$ cat config.mk
export PLATFORM = sky130hd
export DESIGN_NAME = alu_req_scheduler
export DESIGN_NICKNAME = d
export VERILOG_FILES = /design/src/rtl/alu_req_scheduler.sv
export SDC_FILE = /design/constraint.sdc
export NUM_CORES = 1
export LEC_CHECK = 0
export ABC_AREA = 1
export CORE_UTILIZATION = 25
export CTS_BUF_LIST = sky130_fd_sc_hd__clkbuf_4
export CTS_CLUSTER_DIAMETER = 120
export DETAILED_ROUTE_END_ITERATION = 12
export SLEW_MARGIN = 5
export SYNTH_ARGS = -nofsm -noshare
export SYNTH_HDL_FRONTEND = slang
export SYNTH_SLANG_ARGS = --single-unit
$ cat constraint.sdc
create_clock -name clk -period 2.58 [get_ports clk]
set_input_delay 0.387 -clock clk [delete_from_list [all_inputs] [get_ports clk]]
set_output_delay 0.387 -clock clk [all_outputs]
set_load 0.02 [all_outputs]
$ cat src/rtl/alu_req_scheduler.sv
// Round-robin scheduler sharing one external 32-bit ALU among NREQ requesters.
// One op in flight at a time; the result returns on a single tagged response channel.
module alu_req_scheduler #(
  parameter int NREQ    = 4,
  parameter int ALU_LAT = 1,
  localparam int IDW    = $clog2(NREQ)
) (
  input  logic                 clk,
  input  logic                 rst,
  input  logic [NREQ-1:0]      req_valid,
  output logic [NREQ-1:0]      req_ready,
  input  logic [NREQ*32-1:0]   req_a,
  input  logic [NREQ*32-1:0]   req_b,
  input  logic [NREQ*4-1:0]    req_opcode,
  output logic [31:0]          alu_a,
  output logic [31:0]          alu_b,
  output logic [3:0]           alu_opcode,
  input  logic [31:0]          alu_result,
  input  logic                 alu_overflow,
  input  logic                 alu_error,
  output logic                 rsp_valid,
  input  logic                 rsp_ready,
  output logic [IDW-1:0]       rsp_id,
  output logic [31:0]          rsp_result,
  output logic                 rsp_overflow,
  output logic                 rsp_error,
  output logic                 busy,
  output logic [7:0]           err_count
);

  typedef enum logic [1:0] {
    S_IDLE = 2'd0,
    S_EXEC = 2'd1,
    S_RESP = 2'd2
  } state_e;

  state_e         state_q, state_d;
  logic [IDW-1:0] rr_ptr_q, rr_ptr_d;
  logic [3:0]     cnt_q, cnt_d;
  logic [31:0]    alu_a_q, alu_a_d;
  logic [31:0]    alu_b_q, alu_b_d;
  logic [3:0]     alu_opcode_q, alu_opcode_d;
  logic           rsp_valid_q, rsp_valid_d;
  logic [IDW-1:0] rsp_id_q, rsp_id_d;
  logic [31:0]    rsp_result_q, rsp_result_d;
  logic           rsp_overflow_q, rsp_overflow_d;
  logic           rsp_error_q, rsp_error_d;
  logic [7:0]     err_count_q, err_count_d;

  logic           hi_found, lo_found, grant_found;
  logic [IDW-1:0] hi_id, lo_id, grant_id;
  logic [31:0]    sel_a, sel_b;
  logic [3:0]     sel_op;

  // Winner search: first valid at or above rr_ptr, else first valid overall (wraparound).
  always_comb begin
    hi_found = 1'b0;
    hi_id    = '0;
    lo_found = 1'b0;
    lo_id    = '0;
    for (int i = 0; i < NREQ; i++) begin
      if (req_valid[i] && !lo_found) begin
        lo_found = 1'b1;
        lo_id    = IDW'(i);
      end else begin
        lo_found = lo_found;
      end
      if (req_valid[i] && !hi_found && (i >= int'(rr_ptr_q))) begin
        hi_found = 1'b1;
        hi_id    = IDW'(i);
      end else begin
        hi_found = hi_found;
      end
    end
    grant_found = hi_found | lo_found;
    grant_id    = hi_found ? hi_id : lo_id;
    sel_a  = 32'd0;
    sel_b  = 32'd0;
    sel_op = 4'd0;
    for (int i = 0; i < NREQ; i++) begin
      if (IDW'(i) == grant_id) begin
        sel_a  = req_a[32*i +: 32];
        sel_b  = req_b[32*i +: 32];
        sel_op = req_opcode[4*i +: 4];
      end else begin
        sel_op = sel_op;
      end
    end
  end

  always_ff @(posedge clk) begin
    if (rst) begin
      state_q        <= S_IDLE;
      rr_ptr_q       <= '0;
      cnt_q          <= 4'd0;
      alu_a_q        <= 32'd0;
      alu_b_q        <= 32'd0;
      alu_opcode_q   <= 4'd0;
      rsp_valid_q    <= 1'b0;
      rsp_id_q       <= '0;
      rsp_result_q   <= 32'd0;
      rsp_overflow_q <= 1'b0;
      rsp_error_q    <= 1'b0;
      err_count_q    <= 8'd0;
    end else begin
      state_q        <= state_d;
      rr_ptr_q       <= rr_ptr_d;
      cnt_q          <= cnt_d;
      alu_a_q        <= alu_a_d;
      alu_b_q        <= alu_b_d;
      alu_opcode_q   <= alu_opcode_d;
      rsp_valid_q    <= rsp_valid_d;
      rsp_id_q       <= rsp_id_d;
      rsp_result_q   <= rsp_result_d;
      rsp_overflow_q <= rsp_overflow_d;
      rsp_error_q    <= rsp_error_d;
      err_count_q    <= err_count_d;
    end
  end

  // Next state and datapath: accept in IDLE, count down ALU latency, hold response until taken.
  always_comb begin
    state_d        = state_q;
    rr_ptr_d       = rr_ptr_q;
    cnt_d          = cnt_q;
    alu_a_d        = alu_a_q;
    alu_b_d        = alu_b_q;
    alu_opcode_d   = alu_opcode_q;
    rsp_valid_d    = rsp_valid_q;
    rsp_id_d       = rsp_id_q;
    rsp_result_d   = rsp_result_q;
    rsp_overflow_d = rsp_overflow_q;
    rsp_error_d    = rsp_error_q;
    err_count_d    = err_count_q;
    case (state_q)
      S_IDLE: begin
        if (grant_found) begin
          alu_a_d      = sel_a;
          alu_b_d      = sel_b;
          alu_opcode_d = sel_op;
          rsp_id_d     = grant_id;
          rr_ptr_d     = (grant_id == IDW'(NREQ - 1)) ? '0 : grant_id + IDW'(1);
          cnt_d        = 4'(ALU_LAT);
          state_d      = S_EXEC;
        end else begin
          state_d = S_IDLE;
        end
      end
      S_EXEC: begin
        cnt_d = cnt_q - 4'd1;
        if (cnt_q == 4'd1) begin
          rsp_result_d   = alu_result;
          rsp_overflow_d = alu_overflow;
          rsp_error_d    = alu_error;
          rsp_valid_d    = 1'b1;
          state_d        = S_RESP;
          if (alu_error && (err_count_q != 8'hFF)) begin
            err_count_d = err_count_q + 8'd1;
          end else begin
            err_count_d = err_count_q;
          end
        end else begin
          state_d = S_EXEC;
        end
      end
      S_RESP: begin
        if (rsp_ready) begin
          rsp_valid_d = 1'b0;
          state_d     = S_IDLE;
        end else begin
          state_d = S_RESP;
        end
      end
      default: begin
        state_d = S_IDLE;
      end
    endcase
  end

  // Grant is only offered from IDLE and never while reset is asserted.
  always_comb begin
    req_ready = '0;
    busy      = (state_q != S_IDLE);
    for (int i = 0; i < NREQ; i++) begin
      if ((state_q == S_IDLE) && grant_found && !rst && (IDW'(i) == grant_id)) begin
        req_ready[i] = 1'b1;
      end else begin
        req_ready[i] = 1'b0;
      end
    end
  end

  assign alu_a        = alu_a_q;
  assign alu_b        = alu_b_q;
  assign alu_opcode   = alu_opcode_q;
  assign rsp_valid    = rsp_valid_q;
  assign rsp_id       = rsp_id_q;
  assign rsp_result   = rsp_result_q;
  assign rsp_overflow = rsp_overflow_q;
  assign rsp_error    = rsp_error_q;
  assign err_count    = err_count_q;

endmodule

## Word level (Yosys, flattened, before mapping)

Index checks and enable logic that the tools add are counted.

| word-level totals | value |
|---|---|
| register bits | 121 |
| bits of input ports | 313 |
| word-level logic and storage cells | 104 |

| operators by class | value |
|---|---|
| add/sub/neg operators | 3 |
| order comparisons | 3 |
| equal/unequal tests | 11 |
| multiplexer cells | 41 |
| bitwise operators | 1 |
| reduce and logical (&&, ||, !) cells | 33 |

Operators with widths:

| operator | count |
|---|---|
| 32-bit two-way mux | 8 |
| 4-bit two-way mux | 5 |
| 1-bit two-way mux | 17 |
| 1-bit logical AND | 16 |
| 2-bit two-way mux | 8 |
| 8-bit by 1-bit adder with 8-bit output (second input constant) | 1 |
| 8-bit != test (second input constant) | 1 |
| 4-bit one-hot mux with 2 select lines | 1 |
| 1-bit zero test | 7 |
| 2-bit != test (second input constant) | 3 |
| 2-bit one-hot mux with 3 select lines | 1 |
| 2-bit AND reduction | 3 |
| 3-bit AND reduction | 2 |
| 2-bit nonzero test | 3 |
| 2-bit equality test (first input constant) | 2 |
| 2-bit equality test (second input constant) | 2 |
| 4-bit by 1-bit equality test with 1-bit output (second input constant) | 1 |
| 1-bit by 2-bit >= comparator with 1-bit output (first input constant) | 2 |
| 2-bit zero test | 2 |
| 4-bit by 1-bit subtractor with 4-bit output (second input constant) | 1 |
| 2-bit by 1-bit adder with 2-bit output (second input constant) | 1 |
| 1-bit by 2-bit equality test with 1-bit output (first input constant) | 1 |
| 2-bit by 1-bit equality test with 1-bit output (second input constant) | 1 |
| 2-bit >= comparator (first input constant) | 1 |
| other kinds (2) | 2 |

## Depth between registers and ports, before layout

Gate-level depths: netlist of the first run.

| depth | value |
|---|---|
| word-level depth | 20 |
| depth in mapped cells | 19 |
| mapped depth without buffers | 16 |

## Worst setup path after synthesis of the first run

OpenSTA, ideal clock, no wires.

| timing | value |
|---|---|
| kind | register to output |
| start point | register rr_ptr_q[1] |
| end point | output port req_ready[1] |
| arrival | 1.900 ns |
| path slack | 0.293 ns |
| stages on the path, launching flop included | 13 |
| path buffers | 3 |
| cell sequence | dfxtp_1 -> inv_1 -> o21ai_0 -> nand2_1 -> nand2_1 -> nand2_1 -> inv_1 -> ha_1 -> buf_4 -> buf_2 -> buf_2 -> inv_1 -> nor2_1 |

| on the way | value |
|---|---|
| elaborated cells on any way between the ends | 26 |
| those cells by class | order compare: 3; eq/ne: 1; mux: 9; bitwise: 1; reduce/logical: 12 |

RTL lines:

| element | line | source |
|---|---|---|
| start, declared | 38 | `logic [IDW-1:0] rr_ptr_q, rr_ptr_d;` |
| start signal, assigned | 107 | `rr_ptr_q <= rr_ptr_d;` |
| 1-bit by 2-bit >= comparator with 1-bit output | 68 | `if (req_valid[i] && !hi_found && (i >= int'(rr_ptr_q))) begin` |
| 1-bit logical AND | 68 |  |
| 1-bit two-way mux | 68 |  |
| 1-bit zero test | 68 |  |
| 1-bit logical AND (2 in a row) | 68 |  |
| 1-bit two-way mux | 68 |  |
| 1-bit zero test | 68 |  |
| 1-bit logical AND (2 in a row) | 68 |  |
| 1-bit two-way mux | 68 |  |
| 1-bit zero test | 68 |  |
| 1-bit logical AND | 68 |  |
| 2-bit two-way mux / 1-bit two-way mux (equally long branches) | 68 |  |
| 2-bit two-way mux * | 76 | `grant_id = hi_found ? hi_id : lo_id;` |
| via grant_id[0] | 51 | `logic [IDW-1:0] hi_id, lo_id, grant_id;` |
| 1-bit by 2-bit equality test with 1-bit output * | 185 | `if ((state_q == S_IDLE) && grant_found && !rst && (IDW'(i) == grant_id)) begin` |
| 1-bit logical AND * | 185 |  |
| 1-bit two-way mux * | 185 |  |
| end, declared | 11 | `output logic [NREQ-1:0] req_ready,` |

The timed path passes the listed nets; every way through them passes the cells marked *.

## Worst setup path after layout of the first run

| timing | value |
|---|---|
| start point | input port req_valid[1] |
| end point | output port req_ready[2] |

| on the way | value |
|---|---|
| elaborated cells on any way between the ends | 31 |
| those cells by class | eq/ne: 1; mux: 14; bitwise: 1; reduce/logical: 15 |

RTL lines:

| element | line | source |
|---|---|---|
| start, declared | 10 | `input logic [NREQ-1:0] req_valid,` |
| 1-bit logical AND (2 in a row) | 68 |  |
| 1-bit two-way mux | 68 |  |
| 1-bit zero test | 68 |  |
| 1-bit logical AND (2 in a row) | 68 |  |
| 1-bit two-way mux | 68 |  |
| 1-bit zero test | 68 |  |
| 1-bit logical AND | 68 |  |
| 2-bit two-way mux / 1-bit two-way mux (equally long branches) | 68 |  |
| 2-bit two-way mux * | 76 |  |
| via grant_id[1] | 51 |  |
| 2-bit equality test * | 185 |  |
| 1-bit logical AND * | 185 |  |
| 1-bit two-way mux * | 185 |  |

Marks and branches as above.

==> metrics.txt, run 1 <==
delay-heaviest family, CP=buffers and inverters; Initial Util=around 26%; max-cap violation count=0; Setup violations, final=0; commonest non-fill, non-tap cells in the layout=clkdlybuf4s50_1 (425), nand2_1 (308), nor2_1 (215); peak supply drop=about 0.38 mV; worst hold slack=427 ps; routed vias/inst=4.52; post-route setup TNS=0 ps; #FFs+latches synth=121; Adder-Cell Fraction of Synth Area=under 10%; post-synthesis net count=between 1000 and 1500; CTS buffer count=17; register area share after synthesis=a little over a third; CTS root buffer=clkbuf_4; cts hold-fix bufs=0; Place WS=-241 ps; Cells after Synth=~1100; worst reg-to-reg path cell count=17; vias in the first global route=about 8400; Critical Path Sink=req_ready[2]; port buffer count=between 400 and 500; largest net degree at the start of global routing=around 140; final net count=~1900; WP data arrival=2030 ps; clk_lat worst skew=roughly 520 ps; mux contribution to synthesized area=0%; initial antenna violation count=6; P_leak=between 0.005 and 0.006 uW; final hold violations=0; Die ar.=between 20000 and 30000 um2; worst r2r src=rr_ptr_q[0]; fraction of layout cells with a size suffix above 1=7.09%; RSZ-0062 raised after global routing=false; run status=complete, no violations; GPL Wtd Cong=between 0.8 and 0.9; critical path required time=between 2000 and 2500 ps; synth unique cells=27; cells along the critical path=clkdlybuf4s50_1 > inv_1 > buf_4 > nand3_1 > nand4_1 > nand2_2 > buf_6 > inv_4 > ha_4 > inv_4 > nor2_2 > buf_4; min setup slack post-route=approximately 160 ps; most common cell after layout, fill and taps aside=clkdlybuf4s50_1; Tmin final=roughly 2400 ps; complex-gate fraction of the synthesized area=around 16%; # clock sinks=121; largest family of logic cells by synthesized area=simple AND/OR/NAND/NOR gates; core footprint=27100 um2; Critical Path Start=req_valid[1]; CTS tree=built; class of the worst hold path=in2reg; syn_area_per_cell=6.19 um2; Layout Area Growth over Synthesis=75.0%; final core utilization=44.9%; max incr delay on CP=between 400 and 500 ps; initial DRC count=approximately 570; final worst-path cycle share=between 90% and 100%; Post-Synth Simple-Gate Area=a little over a third; Core Rows=60; Crit Path Max Fanout=5; slew margin rel.=between 30% and 40%; DRT Wirelength=around 32000 um; Crit-path slowest cell=clkdlybuf4s50_1; Worst Setup Path Type=in2out; H-tree Lvls=4; startpoint types=input port; Clk pin slew, worst setup/hold paths=150 ps; Die X-Extent=about 170 um; total number of vias=8722; GR Util All Layers=21.7%; Worst Skew=around 36 ps; Post-Syn Area=about 7000 um2; CP Buf/Inv Count=7; Chip Height=about 170 um; Post-Synth XOR/XNOR Area=less than 1%; slack of the worst reg-to-reg path=about 300 ps; CP Depth=12; post-DP HPWL=between 20000 and 25000 um; Final Max Tran Viols=0; I/O Pins=between 400 and 500; Overall Power=~8300 uW; crit path capture type=output port; DRC=0; pwr dens=around 680 nW/um2; FMAX=between 400 and 500 MHz; post-route ant nets=0; router iterations before antenna repair=5; worst r2r dst=alu_b[25]; Wirelength per Cell=~17 um; Worst Max-Slew Pin Slew=~1000 ps; first-pass GRT wire length=47400 um; gr ovfl total=0; clock buffer depth=2; YS warnings=0
-- power by group --
| part | total [uW] | internal (uW) | switching [uW] |
|---|---|---|---|
| logic | 4650 | 2100 | 2550 |
| clock network | 1270 | 415 | 856 |
| registers | 2400 | 2220 | 181 |
| total | 8320 | 4740 | 3590 |
-- cells in the mapped netlist --
cell type / count / area share [%]
nand2_1: 313 / 17
nor2_1: 218 / 12
dfxtp_1: 121 / 35
inv_1: 92 / 5.0
a21oi_1: 84 / 6.0
nand3_1: 78 / 5.6
o211ai_1: 68 / 7.3
o21ai_0: 38 / 2.7
clkbuf_1: 34 / 1.8
buf_2: 28 / 2.0
buf_4: 8 / 0.86
ha_1: 7 / 1.3
buf_6: 5 / 0.81
inv_2: 5 / 0.27
buf_1: 4 / 0.22
nand4_1: 4 / 0.36
nor3_1: 3 / 0.22
xor2_1: 3 / 0.38
nand2_2: 2 / 0.18
nor2_4: 2 / 0.32
nor2_8: 2 / 0.58
a31oi_1: 1 / 0.090
nand3_2: 1 / 0.14
nand3b_1: 1 / 0.11
o21ai_1: 1 / 0.072
or2_2: 1 / 0.090
xnor2_1: 1 / 0.13
-- sequential cells by signal (all words and copies together), names as in the netlist --
register and cells:
rsp_error 1, err_count 8, rr_ptr_q 2, state_q 2, rsp_result 32, rsp_valid 1
alu_opcode 4, alu_b 32, alu_a 32, cnt_q 4, rsp_overflow 1, rsp_id 2
-- metrics by stage --
stage / cells / instance area (um2)
5_1_grt: 1928 / 12200
4_1_cts: 1918 / 12100
3_3_place_gp: 1882 / 11800
3_5_place_dp: 1882 / 11800
6_report: 1928 / 12200
2_1_floorplan: 1125 / 6960
-- tightest hold or removal path: stages --
cell,delay (ps)
clkdlybuf4s50_1,390
nor2_1,100
nor2_1,50
-- final cells by class --
| cell class | count | area [um2] |
|---|---|---|
| Timing Repair Buffer | 473 | 4810 |
| Clock buffer | 18 | 135 |
| Tap cell | 372 | 465 |
| Antenna cell | 5 | 12.5 |
| Fill cell | 2822 | 14900 |
| Sequential cell | 121 | 2420 |
| Inverter | 97 | 377 |
| Multi-Input combinational cell | 828 | 3850 |
| Clock inverter | 14 | 114 |
-- what timing repair did --
item / in CTS / in global routing
resized for setup: 11 / 17
pin swaps: 4 / 8
endpoints found under the hold margin: 0 / 0
setup buffers: 4 / 5
endpoints found under the setup margin: 4 / 4
-- logic make-up (layout without fill, tap and decap cells) --
family,Yosys count,in the layout
simple gates,625,625
compound gates,192,192
flops,121,121
other cells,0,5
buf+inv,176,602
fa+ha+maj,7,7
xor+xnor,4,4
-- routing by layer --
metal	wire (um)	GRT usage, %	vias up	part of all wire [%]
li1	-	-	4412	-
met1	13100	25.3	3944	41
met2	15400	37.0	330	48
met3	2770	7.13	34	8.7
met4	658	7.51	2	2.1
met5	13	0	-	0.041
-- worst min-delay path by stage --
| stage | from | end | slack (ps) | cells after the start |
|---|---|---|---|---|
| floorplan | cnt_q[1] | cnt_q[1] | 440 | 2 |
| global placement | cnt_q[1] | cnt_q[1] | 450 | 2 |
| detailed placement | rsp_valid | rsp_valid | 460 | 2 |
| CTS | alu_result[26] | rsp_result[26] | 350 | 3 |
| global route | alu_result[21] | rsp_result[21] | 360 | 3 |
| finish | alu_result[27] | rsp_result[27] | 430 | 3 |
Power figures use the tool's default switching activity.
==> run 2: changes to the inputs <==
HOLD_SLACK_MARGIN = 0.15   (was unset)
clock period = 3.1 ns   (was 2.58 ns; I/O delays follow)
==> run 2 against run 1 <==
Clock skew is 6.5 ps lower. Sequential share of layout area is 0.44 points higher. Sequential power is 17% lower. Core utilization is 0.99 points lower. Critical path type unchanged. Hold slack better by 51 ps. Final area is 2.2% lower. Clock power hardly changed. Critical path depth is 2 higher. Worst setup slack better by 130 ps. Via count is 0.95% lower.
==> metrics.txt, run 2 (synthesis gave the netlist of run 1 again) <==
run status=complete, no violations (unchanged); clk_lat worst skew=530 ps (was 520 ps); Initial Util=25.7% (unchanged); max-cap violation count=0 (unchanged); slew margin rel.=35.1% (was 32.7%); startpoint types=input port (unchanged); crit path capture type=output port (unchanged); peak supply drop=0.333 mV (was 0.383 mV); critical path required time=2630 ps (was 2190 ps); Crit Path Max Fanout=12 (was 5); vias in the first global route=7972 (was 8411); Final Max Tran Viols=0 (unchanged); largest net degree at the start of global routing=142 (was 141); Die ar.=28500 um2 (unchanged); Setup violations, final=0 (unchanged); Worst Skew=29.9 ps (was 36.5 ps); final worst-path cycle share=around nine tenths; Tmin final=roughly 2800 ps; Worst Max-Slew Pin Slew=973 ps (was 1010 ps); P_leak=0.00532 uW (was 0.00543 uW); initial antenna violation count=3 (was 6); CTS root buffer=clkbuf_4 (unchanged); clock buffer depth=2 (unchanged); Wirelength per Cell=16.5 um (was 16.6 um); Die X-Extent=169 um (unchanged); post-DP HPWL=22100 um (was 23200 um); GPL Wtd Cong=0.849 (was 0.862); fraction of layout cells with a size suffix above 1=4.46% (was 7.09%); DRC=0 (unchanged); routed vias/inst=4.55 (was 4.52); max incr delay on CP=520 ps (was 480 ps); # clock sinks=121 (unchanged); Crit-path slowest cell=clkdlybuf4s50_1 (unchanged); commonest non-fill, non-tap cells in the layout=clkdlybuf4s50_1 (425), nand2_1 (312), nor2_1 (218) (was clkdlybuf4s50_1 (425), nand2_1 (308), nor2_1 (215)); I/O Pins=431 (unchanged); first-pass GRT wire length=45800 um (was 47400 um); post-route ant nets=0 (unchanged); WP data arrival=2340 ps (was 2030 ps); H-tree Lvls=4 (unchanged); final net count=1834 (was 1858); slack of the worst reg-to-reg path=570 ps (was 300 ps); Chip Height=169 um (unchanged); Layout Area Growth over Synthesis=71.1% (was 75.0%); Clk pin slew, worst setup/hold paths=110 ps (was 150 ps); FILL cells=2774 (was 2822); Worst Setup Path Type=in2out (unchanged); Core Rows=60 (unchanged); CTS tree=built (unchanged); CTS buffer count=17 (unchanged); final hold violations=0 (unchanged); core footprint=27100 um2 (unchanged); initial DRC count=502 (was 567); post-route setup TNS=0 ps (unchanged); total number of vias=8639 (was 8722); router iterations before antenna repair=4 (was 5); DRT Wirelength=31400 um (was 31900 um); class of the worst hold path=reg2reg (was in2reg); cts hold-fix bufs=0 (unchanged); FMAX=about 360 MHz; cells along the critical path=clkdlybuf4s50_1 > inv_1 > nand2_1 > nand2_1 > nand2_1 > nand4_1 > nand2_2 > inv_1 > buf_4 > ha_4 > buf_12 > inv_1 > nor2_1 > buf_4 (was clkdlybuf4s50_1 > inv_1 > buf_4 > nand3_1 > nand4_1 > nand2_2 > buf_6 > inv_4 > ha_4 > inv_4 > nor2_2 > buf_4); RSZ-0062 raised after global routing=false (unchanged); most common cell after layout, fill and taps aside=clkdlybuf4s50_1 (unchanged); gr ovfl total=0 (unchanged); final core utilization=44.0% (was 44.9%); port buffer count=430 (unchanged); Overall Power=6910 uW (was 8320 uW); pwr dens=580 nW/um2 (was 683 nW/um2); GR Util All Layers=20.9% (was 21.7%)
-- run 2: final timing paths --
| path | startpoint | to | depth (start not counted) |
|---|---|---|---|
| max | req_valid[2] | req_ready[1] | 14 |
| min | cnt_q[1] | cnt_q[1] | 2 |
| max reg2reg | rr_ptr_q[1] | alu_b[25] | 16 |
| min reg2reg | cnt_q[1] | cnt_q[1] | 2 |
-- run 2: final cells by class --
class                           instances  area (um2)  area share, %
Inverter                               97         367           3.08
Clock buffer                           17         128           1.07
Clock inverter                         14         174           1.46
Timing Repair Buffer                  449        4550           38.2
Multi-Input combinational cell        828        3810           32.0
Tap cell                              372         465           3.91
Antenna cell                            2        5.00         0.0420
Sequential cell                       121        2420           20.3
-- run 2: through the flow --
step	setup WS [ps]	cells	cell area, um2	hold WS (ps)
6_report	294	1900	11900	477
5_1_grt	51.5	1900	11900	439
4_1_cts	28.7	1894	11800	426
3_5_place_dp	36.7	1863	11500	457
3_3_place_gp	43.5	1863	11500	452
2_1_floorplan	657	1125	6960	439
-- run 2: power by group --
| group | total [uW] | switching [uW] | internal [uW] |
|---|---|---|---|
| sequential | 2000 | 150 | 1850 |
| combinational | 3660 | 2060 | 1600 |
| clock | 1260 | 693 | 564 |
-- run 2: layer usage --
metal | routed length [um] | GRT usage [%] | up-vias
met3 | 2860 | 7.20 | 30
met4 | 489 | 6.01 | 2
li1 | - | - | 4364
met2 | 15300 | 35.7 | 335
met5 | 8 | 0 | -
met1 | 12700 | 24.6 | 3908
-- run 2: what timing repair did --
item,4_1_cts,5_1_grt
setup endpoints to repair,4,1
gates resized for setup,4,2
buffers inserted,0,2
cloned,0,2
endpoints found under the hold margin,0,0
pin swaps,0,0
-- run 2: critical path, delay by kind of cell --
family,cells,cell delay (ps)
buf+inv,7,1170
simple gates,6,520
fa+ha+maj,1,170
==> run 3: changes to the inputs <==
CORE_AREA = 2 2 169 171   (was unset)
CORE_UTILIZATION = unset   (was 25)
DIE_AREA = 0 0 171 173   (was unset)
SLEW_MARGIN = 25   (was 5)
==> run 3 against run 2 <==
Non-clock buffer count shrank 3. Sequential power is essentially flat. Via count shrank 0.86%. Die area grew 3.7%. Core utilization shrank 1.0 points. Critical endpoint is now req_ready[2]. Largest cell class unchanged.
==> metrics.txt, run 3 (synthesis gave the netlist of run 1 again) <==
clock buffer depth=2 (unchanged); Psw=2900 uW (about the same); first-pass GRT wire length=46600 um (was 45800 um); max-cap violation count=0 (unchanged); Pint=3970 uW (was 4010 uW); most common cell after layout, fill and taps aside=clkdlybuf4s50_1 (unchanged); CP Buf/Inv Count=4 (was 7); Worst Skew=37.7 ps (was 29.9 ps); P_leak=0.00528 uW (was 0.00532 uW); critical path required time=2630 ps (about the same); Final Max Tran Viols=0 (unchanged); slew margin rel.=35.5% (was 35.1%); # clock sinks=121 (unchanged); initial antenna violation count=8 (was 3); H-tree Lvls=4 (unchanged); vias in the first global route=8268 (was 7972); largest net degree at the start of global routing=142 (unchanged); Setup violations, final=0 (unchanged); Final Instance Area=11900 um2 (about the same); delay-heaviest family, CP=buffers and inverters (unchanged); Die ar.=29600 um2 (was 28500 um2); final net count=1831 (was 1834); total number of vias=8565 (was 8639); DRC=0 (unchanged); fraction of layout cells with a size suffix above 1=4.40% (was 4.46%); CTS root buffer=clkbuf_4 (unchanged); CTS buffer count=17 (unchanged); final hold violations=0 (unchanged); most frequent CP cell=nand2_1; port buffer count=430 (unchanged); Core Rows=61 (was 60); final worst-path cycle share=91.5% (was 90.5%); run status=complete, no violations (unchanged); post-route ant nets=0 (unchanged); FMAX=352 MHz (was 356 MHz); post-route setup TNS=0 ps (unchanged); Sw Ratio=42.2% (was 42.0%); Die X-Extent=171 um (was 169 um); Crit-path slowest cell=clkdlybuf4s50_1 (unchanged); Flop pwr share=29.1% (was 28.9%); Initial Util=25.2% (was 25.7%); I/O Pins=431 (unchanged); Sequential Area=2420 um2 (unchanged); gr ovfl total=0 (unchanged); router iterations before antenna repair=4 (unchanged); pwr dens=580 nW/um2 (about the same); GR Util All Layers=20.2% (was 20.9%); initial DRC count=455 (was 502); Clk pin slew, worst setup/hold paths=140 ps (was 110 ps); Tmin final=2840 ps (was 2810 ps); final core utilization=42.9% (was 44.0%); WP data arrival=2370 ps (was 2340 ps); Crit Path Max Fanout=3 (was 12); RSZ-0062 raised after global routing=false (unchanged); CTS tree=built (unchanged); core footprint=27600 um2 (was 27100 um2); Wirelength per Cell=16.3 um (was 16.5 um); Worst Setup Path Type=in2out (unchanged); GPL Wtd Cong=0.897 (was 0.849); slack of the worst reg-to-reg path=530 ps (was 570 ps); footprint of the multi-input gates=3800 um2 (was 3810 um2); clk_lat worst skew=530 ps (about the same); startpoint types=input port (unchanged); max incr delay on CP=520 ps (about the same); Layout Area Growth over Synthesis=70.4% (was 71.1%); FILL cells=2915 (was 2774); post-DP HPWL=22100 um (about the same); Clk pwr share=19.0% (was 18.2%); crit path capture type=output port (unchanged); Comb power frac=52.0% (was 52.9%); Cell Area, Placed=11500 um2 (about the same); routed vias/inst=4.49 (was 4.55); class of the worst hold path=reg2reg (unchanged); cells along the critical path=clkdlybuf4s50_1 > inv_1 > nand2_1 > nand2_1 > nand2_1 > nand4_1 > nand2_1 > ha_2 > inv_2 > nor2_1 > dlygate4sd2_1 (was clkdlybuf4s50_1 > inv_1 > nand2_1 > nand2_1 > nand2_1 > nand4_1 > nand2_2 > inv_1 > buf_4 > ha_4 > buf_12 > inv_1 > nor2_1 > buf_4); commonest non-fill, non-tap cells in the layout=clkdlybuf4s50_1 (425), nand2_1 (313), nor2_1 (218) (was clkdlybuf4s50_1 (425), nand2_1 (312), nor2_1 (218)); Worst Max-Slew Pin Slew=967 ps (was 973 ps); Overall Power=6880 uW (was 6910 uW); Chip Height=173 um (was 169 um); peak supply drop=0.282 mV (was 0.333 mV); cts hold-fix bufs=0 (unchanged); worst hold slack=476 ps (was 477 ps); DRT Wirelength=31100 um (was 31400 um)
-- run 3: repair_timing --
action,in CTS,in global routing
endpoints found under the setup margin,4,1
setup buffers,0,0
gates resized for setup,4,4
-- run 3: layout make-up --
type | count | share of cell area, %
timing repair buffer | 446 | 37.7
multi-input combinational | 828 | 32.0
sequential | 121 | 20.4
tap | 378 | 3.99
inverter | 97 | 3.09
clock inverter | 15 | 1.59
clock buffer | 17 | 1.08
antenna | 7 | 0.148
-- run 3: power groups by stage --
stage | Combinational, uW | Sequential [uW] | Clock [uW]
2_1_floorplan | 1750 | 2350 | 0
3_3_place_gp | 3580 | 2020 | 0
3_5_place_dp | 3610 | 2030 | 0
4_1_cts | 3620 | 2000 | 1370
5_1_grt | 3960 | 2040 | 1440
6_report | 3570 | 2000 | 1300
-- run 3: stage by stage --
stage          worst slack [ps]  cells
2_1_floorplan               657   1125
3_3_place_gp               57.3   1870
3_5_place_dp               23.2   1870
4_1_cts                    54.9   1902
5_1_grt                    27.4   1909
6_report                    262   1909
-- run 3: layer usage --
layer	vias up	part of all wire [%]	track usage, %
met5	-	0.042	0
met4	2	2.0	7.03
met3	37	9.0	6.43
met2	307	48	33.9
met1	3861	41	24.0
li1	4358	-	-
-- run 3: worst min-delay path, cell delays in order (launching register included) --
cell and delay (ps):
dfxtp_1 330, nand2_1 60, a21oi_1 50
-- run 3: worst paths after layout --
path	endpoint	start	cells past startpoint
hold reg to reg	rsp_error	rsp_error	2
hold / removal	rsp_error	rsp_error	2
setup / recovery	req_ready[2]	req_valid[2]	11
setup reg to reg	alu_opcode[2]	rr_ptr_q[0]	15
